--- src/rtl/mem_wb_pkg.sv ---
// Shared processor constants for the MEM/WB boundary.
// Widths, register count and the write-back bubble.
package mem_wb_pkg;

    localparam int MW_DATA_WIDTH = 16;
    localparam int MW_REG_COUNT  = 8;
    localparam int MW_ADDR_WIDTH = 3;
    localparam int MW_CNT_WIDTH  = 16;

    typedef struct packed {
        logic memtoreg;
        logic reglow;
        logic reghigh;
    } wb_ctrl_t;

    localparam wb_ctrl_t WB_CTRL_BUBBLE = '{
        memtoreg: 1'b0,
        reglow:   1'b0,
        reghigh:  1'b0
    };

    localparam logic [MW_ADDR_WIDTH-1:0] ADDR_BUBBLE = '0;

endpackage

--- src/rtl/mem_wb_reg_file.sv ---
// General register file: two write ports, two read ports.
// Reads see same-cycle writes; the low port wins on a clash.
module mem_wb_reg_file #(
    parameter int DATA_WIDTH = 16,
    parameter int REG_COUNT  = 8,
    parameter int ADDR_WIDTH = 3
) (
    input  logic                  clk,
    input  logic                  reset,
    input  logic                  i_we_lo,
    input  logic [ADDR_WIDTH-1:0] i_waddr_lo,
    input  logic [DATA_WIDTH-1:0] i_wdata_lo,
    input  logic                  i_we_hi,
    input  logic [ADDR_WIDTH-1:0] i_waddr_hi,
    input  logic [DATA_WIDTH-1:0] i_wdata_hi,
    input  logic [ADDR_WIDTH-1:0] i_raddr_a,
    input  logic [ADDR_WIDTH-1:0] i_raddr_b,
    output logic [DATA_WIDTH-1:0] o_rdata_a,
    output logic [DATA_WIDTH-1:0] o_rdata_b
);

    logic [DATA_WIDTH-1:0] r_regs [REG_COUNT];
    logic                  w_hi_ok;

    // High port is suppressed when the low port targets the same register.
    assign w_hi_ok = i_we_hi &&
                     !(i_we_lo && (i_waddr_lo == i_waddr_hi));

    // Commit both write ports; reset clears every register.
    always_ff @(posedge clk or negedge reset) begin
        if (!reset) begin
            for (int i = 0; i < REG_COUNT; i++) begin
                r_regs[i] <= '0;
            end
        end else begin
            if (i_we_lo) begin
                r_regs[i_waddr_lo] <= i_wdata_lo;
            end
            if (w_hi_ok) begin
                r_regs[i_waddr_hi] <= i_wdata_hi;
            end
        end
    end

    // Read port A with write-through, low port first.
    always_comb begin
        o_rdata_a = r_regs[i_raddr_a];
        if (i_we_lo && (i_waddr_lo == i_raddr_a)) begin
            o_rdata_a = i_wdata_lo;
        end else if (i_we_hi && (i_waddr_hi == i_raddr_a)) begin
            o_rdata_a = i_wdata_hi;
        end
    end

    // Read port B with write-through, low port first.
    always_comb begin
        o_rdata_b = r_regs[i_raddr_b];
        if (i_we_lo && (i_waddr_lo == i_raddr_b)) begin
            o_rdata_b = i_wdata_lo;
        end else if (i_we_hi && (i_waddr_hi == i_raddr_b)) begin
            o_rdata_b = i_wdata_hi;
        end
    end

endmodule

--- src/rtl/mem_wb.sv ---
// MEM/WB pipeline latch, write-back mux and retire counter.
// Each captured entry writes and counts only in its first cycle.
module mem_wb
    import mem_wb_pkg::*;
#(
    parameter int DATA_WIDTH = MW_DATA_WIDTH,
    parameter int REG_COUNT  = MW_REG_COUNT
) (
    input  logic                     clk,
    input  logic                     reset,
    input  logic                     stall_in,
    input  logic                     flush_in,
    input  logic [MW_ADDR_WIDTH-1:0] Rdst1_in,
    input  logic [DATA_WIDTH-1:0]    Rdst1_val_in,
    input  logic [MW_ADDR_WIDTH-1:0] Rdst2_in,
    input  logic [DATA_WIDTH-1:0]    Rdst2_val_in,
    input  logic [DATA_WIDTH-1:0]    Data_in,
    input  logic                     memToReg_in,
    input  logic                     reglow_write_in,
    input  logic                     reghigh_write_in,
    input  logic [MW_ADDR_WIDTH-1:0] rd_addr_a,
    input  logic [MW_ADDR_WIDTH-1:0] rd_addr_b,
    output logic [DATA_WIDTH-1:0]    rd_data_a,
    output logic [DATA_WIDTH-1:0]    rd_data_b,
    output logic [DATA_WIDTH-1:0]    DATA_Rdst1_WB_out,
    output logic [DATA_WIDTH-1:0]    Rdst2_WB_out,
    output logic [MW_ADDR_WIDTH-1:0] Rdst1_WB_out,
    output logic [MW_ADDR_WIDTH-1:0] Rdst2_WB_addr_out,
    output logic                     reglow_write_WB_out,
    output logic                     reghigh_write_WB_out,
    output logic [MW_CNT_WIDTH-1:0]  retired_count_out
);

    wb_ctrl_t                 r_ctrl;
    logic [MW_ADDR_WIDTH-1:0] r_rdst1;
    logic [MW_ADDR_WIDTH-1:0] r_rdst2;
    logic [DATA_WIDTH-1:0]    r_rdst1_val;
    logic [DATA_WIDTH-1:0]    r_rdst2_val;
    logic [DATA_WIDTH-1:0]    r_data;
    logic                     r_fresh;
    logic [MW_CNT_WIDTH-1:0]  r_count;

    logic                     w_we_lo;
    logic                     w_we_hi;
    logic [DATA_WIDTH-1:0]    w_wb1;

    // Pipeline latch: flush beats stall; stall holds and retires freshness.
    always_ff @(posedge clk or negedge reset) begin
        if (!reset) begin
            r_ctrl      <= WB_CTRL_BUBBLE;
            r_rdst1     <= ADDR_BUBBLE;
            r_rdst2     <= ADDR_BUBBLE;
            r_rdst1_val <= '0;
            r_rdst2_val <= '0;
            r_data      <= '0;
            r_fresh     <= 1'b0;
        end else if (flush_in) begin
            r_ctrl      <= WB_CTRL_BUBBLE;
            r_rdst1     <= ADDR_BUBBLE;
            r_rdst2     <= ADDR_BUBBLE;
            r_rdst1_val <= '0;
            r_rdst2_val <= '0;
            r_data      <= '0;
            r_fresh     <= 1'b0;
        end else if (!stall_in) begin
            r_ctrl.memtoreg <= memToReg_in;
            r_ctrl.reglow   <= reglow_write_in;
            r_ctrl.reghigh  <= reghigh_write_in;
            r_rdst1         <= Rdst1_in;
            r_rdst2         <= Rdst2_in;
            r_rdst1_val     <= Rdst1_val_in;
            r_rdst2_val     <= Rdst2_val_in;
            r_data          <= Data_in;
            r_fresh         <= 1'b1;
        end else begin
            r_fresh <= 1'b0;
        end
    end

    assign w_we_lo = r_fresh & r_ctrl.reglow;
    assign w_we_hi = r_fresh & r_ctrl.reghigh;
    assign w_wb1   = r_ctrl.memtoreg ? r_data : r_rdst1_val;

    // Retire counter: one tick per committed entry, wraps naturally.
    always_ff @(posedge clk or negedge reset) begin
        if (!reset) begin
            r_count <= '0;
        end else if (w_we_lo || w_we_hi) begin
            r_count <= r_count + MW_CNT_WIDTH'(1);
        end
    end

    mem_wb_reg_file #(
        .DATA_WIDTH (DATA_WIDTH),
        .REG_COUNT  (REG_COUNT),
        .ADDR_WIDTH (MW_ADDR_WIDTH)
    ) u_rf (
        .clk        (clk),
        .reset      (reset),
        .i_we_lo    (w_we_lo),
        .i_waddr_lo (r_rdst1),
        .i_wdata_lo (w_wb1),
        .i_we_hi    (w_we_hi),
        .i_waddr_hi (r_rdst2),
        .i_wdata_hi (r_rdst2_val),
        .i_raddr_a  (rd_addr_a),
        .i_raddr_b  (rd_addr_b),
        .o_rdata_a  (rd_data_a),
        .o_rdata_b  (rd_data_b)
    );

    assign DATA_Rdst1_WB_out    = w_wb1;
    assign Rdst2_WB_out         = r_rdst2_val;
    assign Rdst1_WB_out         = r_rdst1;
    assign Rdst2_WB_addr_out    = r_rdst2;
    assign reglow_write_WB_out  = r_ctrl.reglow;
    assign reghigh_write_WB_out = r_ctrl.reghigh;
    assign retired_count_out    = r_count;

endmodule

--- config.mk ---
export PLATFORM = sky130hd
export DESIGN_NAME = mem_wb
export DESIGN_NICKNAME = d
export VERILOG_FILES = /design/src/rtl/mem_wb_pkg.sv /design/src/rtl/mem_wb_reg_file.sv /design/src/rtl/mem_wb.sv
export SDC_FILE = /design/constraint.sdc
export NUM_CORES = 1
export LEC_CHECK = 0
export BUFFER_PORTS_ARGS = -buffer_cell sky130_fd_sc_hd__buf_2
export CORE_ASPECT_RATIO = 1.4
export CORE_UTILIZATION = 59
export CTS_BUF_LIST = sky130_fd_sc_hd__clkbuf_16
export CTS_CLUSTER_DIAMETER = 30
export DETAILED_ROUTE_END_ITERATION = 8
export PLACE_DENSITY = 0.86
export SYNTH_ARGS = -nofsm -noshare
export SYNTH_HDL_FRONTEND = slang
export SYNTH_SLANG_ARGS = --single-unit
--- constraint.sdc ---
create_clock -name clk -period 2.6 [get_ports clk]
set_input_delay 0.13 -clock clk [delete_from_list [all_inputs] [get_ports clk]]
set_output_delay 0.13 -clock clk [all_outputs]
set_load 0.05 [all_outputs]
==> results of run 1 <==
placed cells by master, fill, tap and decap left out, types with 40 or more instances in the layout:
master	netlist	layout
clkbuf_16	0	40
dfrtp_1	202	198
mux2i_1	89	68
buf_4	2	41
nor2_1	62	62
mux2_2	281	281
buf_2	19	127
dlygate4sd3_1	0	58
nand2_1	40	40
mux4_2	64	64
worst max-delay path: cells and delay by family, from the launching register on:
kind	cells	cell delay, ps
AOI/OAI and AO/OA	1	100
xor gates and xnor gates	1	170
buffers and inverters	4	660
DFF	1	440
muxes	1	330
and+or+nand+nor	1	310
per-stage QoR:
step                      setup WS [ps]  instances  utilization (%)  total power [uW]  hold slack (ps)
after floorplan                  -127.2        970                -              4869           -165.6
after CTS                        -46.07       1451            74.88             10000            65.19
after global placement            386.2       1323            65.36              5329            164.5
after detailed placement          327.9       1323            65.36              5388            169.9
after global routing             -118.4       1463            76.34             10460            84.70
final                            -75.86       1463            76.34             10210            62.34
Yosys cell counts (11+ instances only):
cell type,instances
mux2i_1,89
mux2_4,20
mux4_2,64
xor2_1,19
nor2_1,62
xnor2_1,11
nand2_1,40
buf_2,19
dfrtp_1,202
mux2_2,281
clkbuf_1,61
o21ai_0,27
buf_6,12
state kept, by name, indices dropped and copies added, names as in the netlist:
signal / flops
r_fresh: 1
u_rf.r_regs: 128
Rdst2_WB_addr_out: 3
retired_count_out: 16
reglow_write_WB_out: 1
reghigh_write_WB_out: 1
Rdst2_WB_out: 16
Rdst1_WB_out: 3
r_data: 16
r_rdst1_val: 16
r_ctrl: 1
layer usage:
layer / track usage (%) / wire (um) / up-vias
li1: - / - / 3994
met1: 41.32 / 14290 / 5040
met2: 64.53 / 21460 / 750
met3: 8.620 / 3911 / 284
met4: 31.17 / 4412 / 2
met5: 0 / 13 / -
power breakdown:
group | internal, uW | switching (uW)
sequential | 3370 | 274
combinational | 870 | 1100
clock | 2830 | 1760
total | 7070 | 3140
logic make-up after synthesis:
| group | share of synthesized area, % |
|---|---|
| multiplexers | 45.97 |
| flip-flops | 39.85 |
| AND/OR/NAND/NOR | 6.421 |
| buffers and inverters | 4.232 |
| AO/OA/AOI/OAI | 1.361 |
| XOR/XNOR | 2.071 |
| adder cells (fa/ha/maj) | 0.09862 |
layout make-up:
cell class / count / area (um^2) / area share (%)
Tap cell: 260 / 325.3 / 2.017
Inverter: 1 / 3.754 / 0.02327
Clock inverter: 27 / 188.9 / 1.171
Clock buffer: 39 / 975.9 / 6.051
Sequential cell: 202 / 5060 / 31.37
Timing Repair Buffer: 268 / 2152 / 13.34
Multi-Input combinational cell: 666 / 7422 / 46.02
what timing repair did:
action	in CTS	in global routing
endpoints found under the hold margin	119	0
pin swaps	2	5
setup buffers	3	10
setup endpoints to repair	19	32
hold buffers	58	0
cloned	1	3
gates resized for setup	54	54
worst paths after layout:
path / start / end / cells past startpoint
setup reg to reg: r_fresh / u_rf.r_regs[67] / 4
hold / removal: flush_in / r_rdst1_val[0] / 2
max in group asynchronous: reset / u_rf.r_regs[44] / 3
hold reg to reg: retired_count_out[13] / retired_count_out[13] / 1
min in group asynchronous: reset / u_rf.r_regs[121] / 2
setup / recovery: Rdst2_WB_addr_out[2] / rd_data_a[5] / 8
==> impl_results.md, run 1 <==
* Outcome: finished with violations
* Failing checks: negative setup slack
* RSZ-0062 raised after global routing: true
* Crit path required time at 2470 ps
* Routed wire length at 44.08 mm
* Total CTS buffers at 38
* Die area at 0.02210 mm^2
* TritonRoute pass-1 iters at 5
* Critical path peak fanout at 8
* Largest area contributor in the netlist: dfrtp_1
* Global-route wire length before repair at 62.98 mm
* HPWL Detailed at 23.37 mm
* Gpl congestion at 0.8440
* Design area at 0.01613 mm^2
* Clk sinks at 202
* Most numerous cell on the critical path: buf_6
* Peak supply drop at 0.5770 mV
* Total global routing overflow at 0
* R2R setup slack at 220 ps
* Min cycle time layout at 2676 ps
* Post-synth EDFFs at 0
* Port Buffers at 154
* Vias at 10,070
* Worst-skew pair later-pin latency at 520 ps
* Crit path arrival time at 2550 ps
* Syn Inst Count at 970
* Setup violators final at 7
* Root buffer cell: clkbuf_16
* Die Height at 175.5 um
* DR WL/cell at 30.13 um
* Syn-to-layout area delta at 27.15%
* Final hold vios at 0
* Initial antenna violation count at 1
* Synth area leaders: dfrtp_1, mux2_2, mux4_2, mux2i_1, mux2_4
* Pleak at 0.007800 uW
* Worst hold path type: in -> reg
* Share of layout cells above drive strength 1 at 59.10%
* Number of max-cap violations at 0
* Slew @ Worst Pin at 1030 ps
* Core area at 0.02113 mm^2
* Starting DRC count in detailed routing at 915
* Layout filler cell count at 1,121
* H-tree levels at 2
* Critical path's slowest cell: dfrtp_2
* Register area share after synthesis at 39.85%
* Final worst slack at -75.86 ps
* Crit path cell chain: buf_6 > xor2_1 > nor4_4 > buf_4 > buf_12 > mux2i_4 > o21ai_4 > buf_6
* Cell row count at 63
* Largest net degree at the start of global routing at 67
* DP Area at 0.01381 mm^2
* CP Capture Type: output port
* Syn Std Cell Area at 0.01268 mm^2
* Post-Route Setup TNS at -263.8 ps
* Starting density of the core at 60.05%
* Vias per cell at 6.883
* Ports at 155
* CTS tree: done
* Synth Register Bits at 202
* Post-synth top area share at 39.85%
* Slew headroom at 31.31%
* Ant. Diodes at 0
* Top_reg_cell synth: dfrtp_1
* Remaining antenna violation count after routing at 0
* FMAX at 373.7 MHz
* CP Class: reg -> out
* CTS clock-pin slew for the worst setup and hold paths at 50 ps
* DRC Markers at 0
* GRT Overall Usage at 38.29%
* Layout net count at 1,245
* Vias in the first global route at 10,630
* Element type at the critical path start: register
* Post-synth ARST share at 100.0%
* Max-slew violations at 0
* Clk_skew at 25.72 ps
* Final Cycle Share at 102.9%
* Yosys warns at 0
* Largest stage delay, worst path at 440 ps
* Distinct cell type count after synthesis at 40
* Die W at 125.9 um
* P per Cell Area at 632.9 mW/mm^2
* Avg Cell Area, Syn at 13.08 um^2
* Net Count, Synth at 1,038
* CTS max path bufs at 3
Power figures use the tool's default switching activity.
==> run 2, diff against run 1 <==
Settings changed: MAX_ROUTING_LAYER set to met4.
==> impl_results.md, run 2 (synthesis gave the netlist of run 1 again) <==
* Initial antenna violation count at 1
* Global-route wire length before repair at 62.96 mm
* Pre-CTS setup slack at 327.9 ps
* CTS max path bufs at 3
* Total global routing overflow at 0
* Vias per cell at 6.856
* Routed wire length at 43.75 mm
* Element type at the critical path start: register
* CTS tree: done
* Failing checks: negative setup slack
* CP Capture Type: output port
* Port Buffers at 154
* TritonRoute pass-1 iters at 5
* Gpl congestion at 0.8572
* Max reg flops at 128
* Remaining antenna violation count after routing at 0
* Final Cycle Share at 102.9%
* Vias at 10,040
* Starting density of the core at 60.05%
* Slew headroom at 33.81%
* Layout filler cell count at 1,131
* Biggest register: u_rf.r_regs
* Crit path arrival time at 2550 ps
* Total CTS buffers at 38
* CTS clock-pin slew for the worst setup and hold paths at 50 ps
* Pwr Total at 10,190 uW
* Clk_skew at 25.03 ps
* Most frequent cells in the layout: mux2_2, dfrtp_1, buf_2
* Hold Startpoint: flush_in
* Worst hold path type: in -> reg
* RSZ-0062 raised after global routing: true
* Critical path peak fanout at 8
* H-tree levels at 2
* R2R setup slack at 270 ps
* DP Cell Count at 1,323
* Crit path cell chain: buf_6 > xor2_1 > nor4_4 > buf_4 > buf_12 > mux2i_4 > o21ai_4 > buf_6
* DR WL/cell at 29.89 um
* Number of max-cap violations at 0
* Layout net count at 1,245
* Design area at 0.01610 mm^2
* Vias in the first global route at 10,640
* DP Area at 0.01381 mm^2
* Max-slew violations at 0
* Slew @ Worst Pin at 992.9 ps
* Peak supply drop at 0.5757 mV
* Share of layout cells above drive strength 1 at 59.10%
* Die area at 0.02210 mm^2
* Syn-to-layout area delta at 26.89%
* P per Cell Area at 633.3 mW/mm^2
* HPWL Detailed at 23.37 mm
* Pleak at 0.007794 uW
* Clk sinks at 202
* Worst-skew pair later-pin latency at 510 ps
* Final hold vios at 0
* Largest net degree at the start of global routing at 67
* Worst setup startpoint: Rdst2_WB_addr_out[2]
* Die W at 125.9 um
* Final worst slack at -76.69 ps
* Most numerous cell on the critical path: buf_6
* Starting DRC count in detailed routing at 1,017
* Core area at 0.02113 mm^2
* Root buffer cell: clkbuf_16
* CP Class: reg -> out
* Cell row count at 63
* GRT Overall Usage at 39.50%
* DRC Markers at 0
* Crit path required time at 2470 ps
* Reg2reg start: Rdst1_WB_out[1]
* Ports at 155
* Finished Core Util at 76.19%
* Die Height at 175.5 um
* Commonest non-fill, non-tap cell in the layout: mux2_2
* Cell Count, Final, Fillers Out at 1,464
* FMAX at 373.6 MHz
* CP bufs+invs at 4
* Critical path's slowest cell: dfrtp_2
* Min cycle time layout at 2677 ps
* Setup violators final at 7
* Outcome: finished with violations
* Delay-heaviest family, CP: buffers and inverters
* Largest stage delay, worst path at 440 ps
run 2: cell count changes in the layout (fill, tap and decap cells not counted):
cell     previous run  this run
mux2i_2            10         9
mux2i_4            11        12
buf_2             127       130
buf_6              22        19
buf_12             14        12
diode_2             0         1
buf_4              41        43
run 2: stage by stage:
| step | hold slack, ps | setup TNS [ps] |
|---|---|---|
| final | 80.73 | -177.1 |
| after global routing | 95.82 | -1017 |
| after CTS | 65.19 | -115.8 |
| after detailed placement | 169.9 | 0 |
| after global placement | 164.5 | 0 |
| after floorplan | -165.6 | -692.9 |
run 2: final timing paths:
check / endpoint / depth (start not counted)
max reg2reg: u_rf.r_regs[1] / 4
max: rd_data_a[5] / 8
min: r_rdst1_val[0] / 2
max in group asynchronous: u_rf.r_regs[126] / 3
min in group asynchronous: u_rf.r_regs[121] / 2
min reg2reg: retired_count_out[9] / 1
run 2: area by class of cell:
type | instances | area [um^2] | share of cell area (%)
clock inverters | 27 | 188.9 | 1.174
inverters | 1 | 3.754 | 0.02332
well taps | 260 | 325.3 | 2.021
clock buffers | 39 | 975.9 | 6.063
repair buffers | 268 | 2108 | 13.10
multi-input cells | 666 | 7431 | 46.17
diodes | 1 | 2.502 | 0.01555
flip-flops and latches | 202 | 5060 | 31.44
run 2: repair_timing:
action / 4_1_cts / 5_1_grt
pin swaps: 2 / 6
setup endpoints to repair: 19 / 32
hold endpoints to repair: 119 / 0
buffers inserted: 3 / 10
resized for setup: 54 / 46
hold buffers: 58 / 0
gates cloned: 1 / 3
run 2: metal layers:
metal | GRT usage, % | part of all wire, % | up-vias | wire, um
li1 | - | - | 3998 | -
met3 | 8.102 | 8.6 | 283 | 3770
met4 | 31.22 | 9.0 | 0 | 3948
met1 | 41.65 | 33 | 4993 | 14460
met5 | - | 0 | - | 0
met2 | 64.64 | 49 | 763 | 21580
run 2: power by group:
part | leakage [uW] | total (uW) | switching, uW | internal [uW]
Sequential | 0.00275 | 3650 | 273 | 3370
Clock | 0.000573 | 4570 | 1750 | 2830
Combinational | 0.00447 | 1970 | 1100 | 867
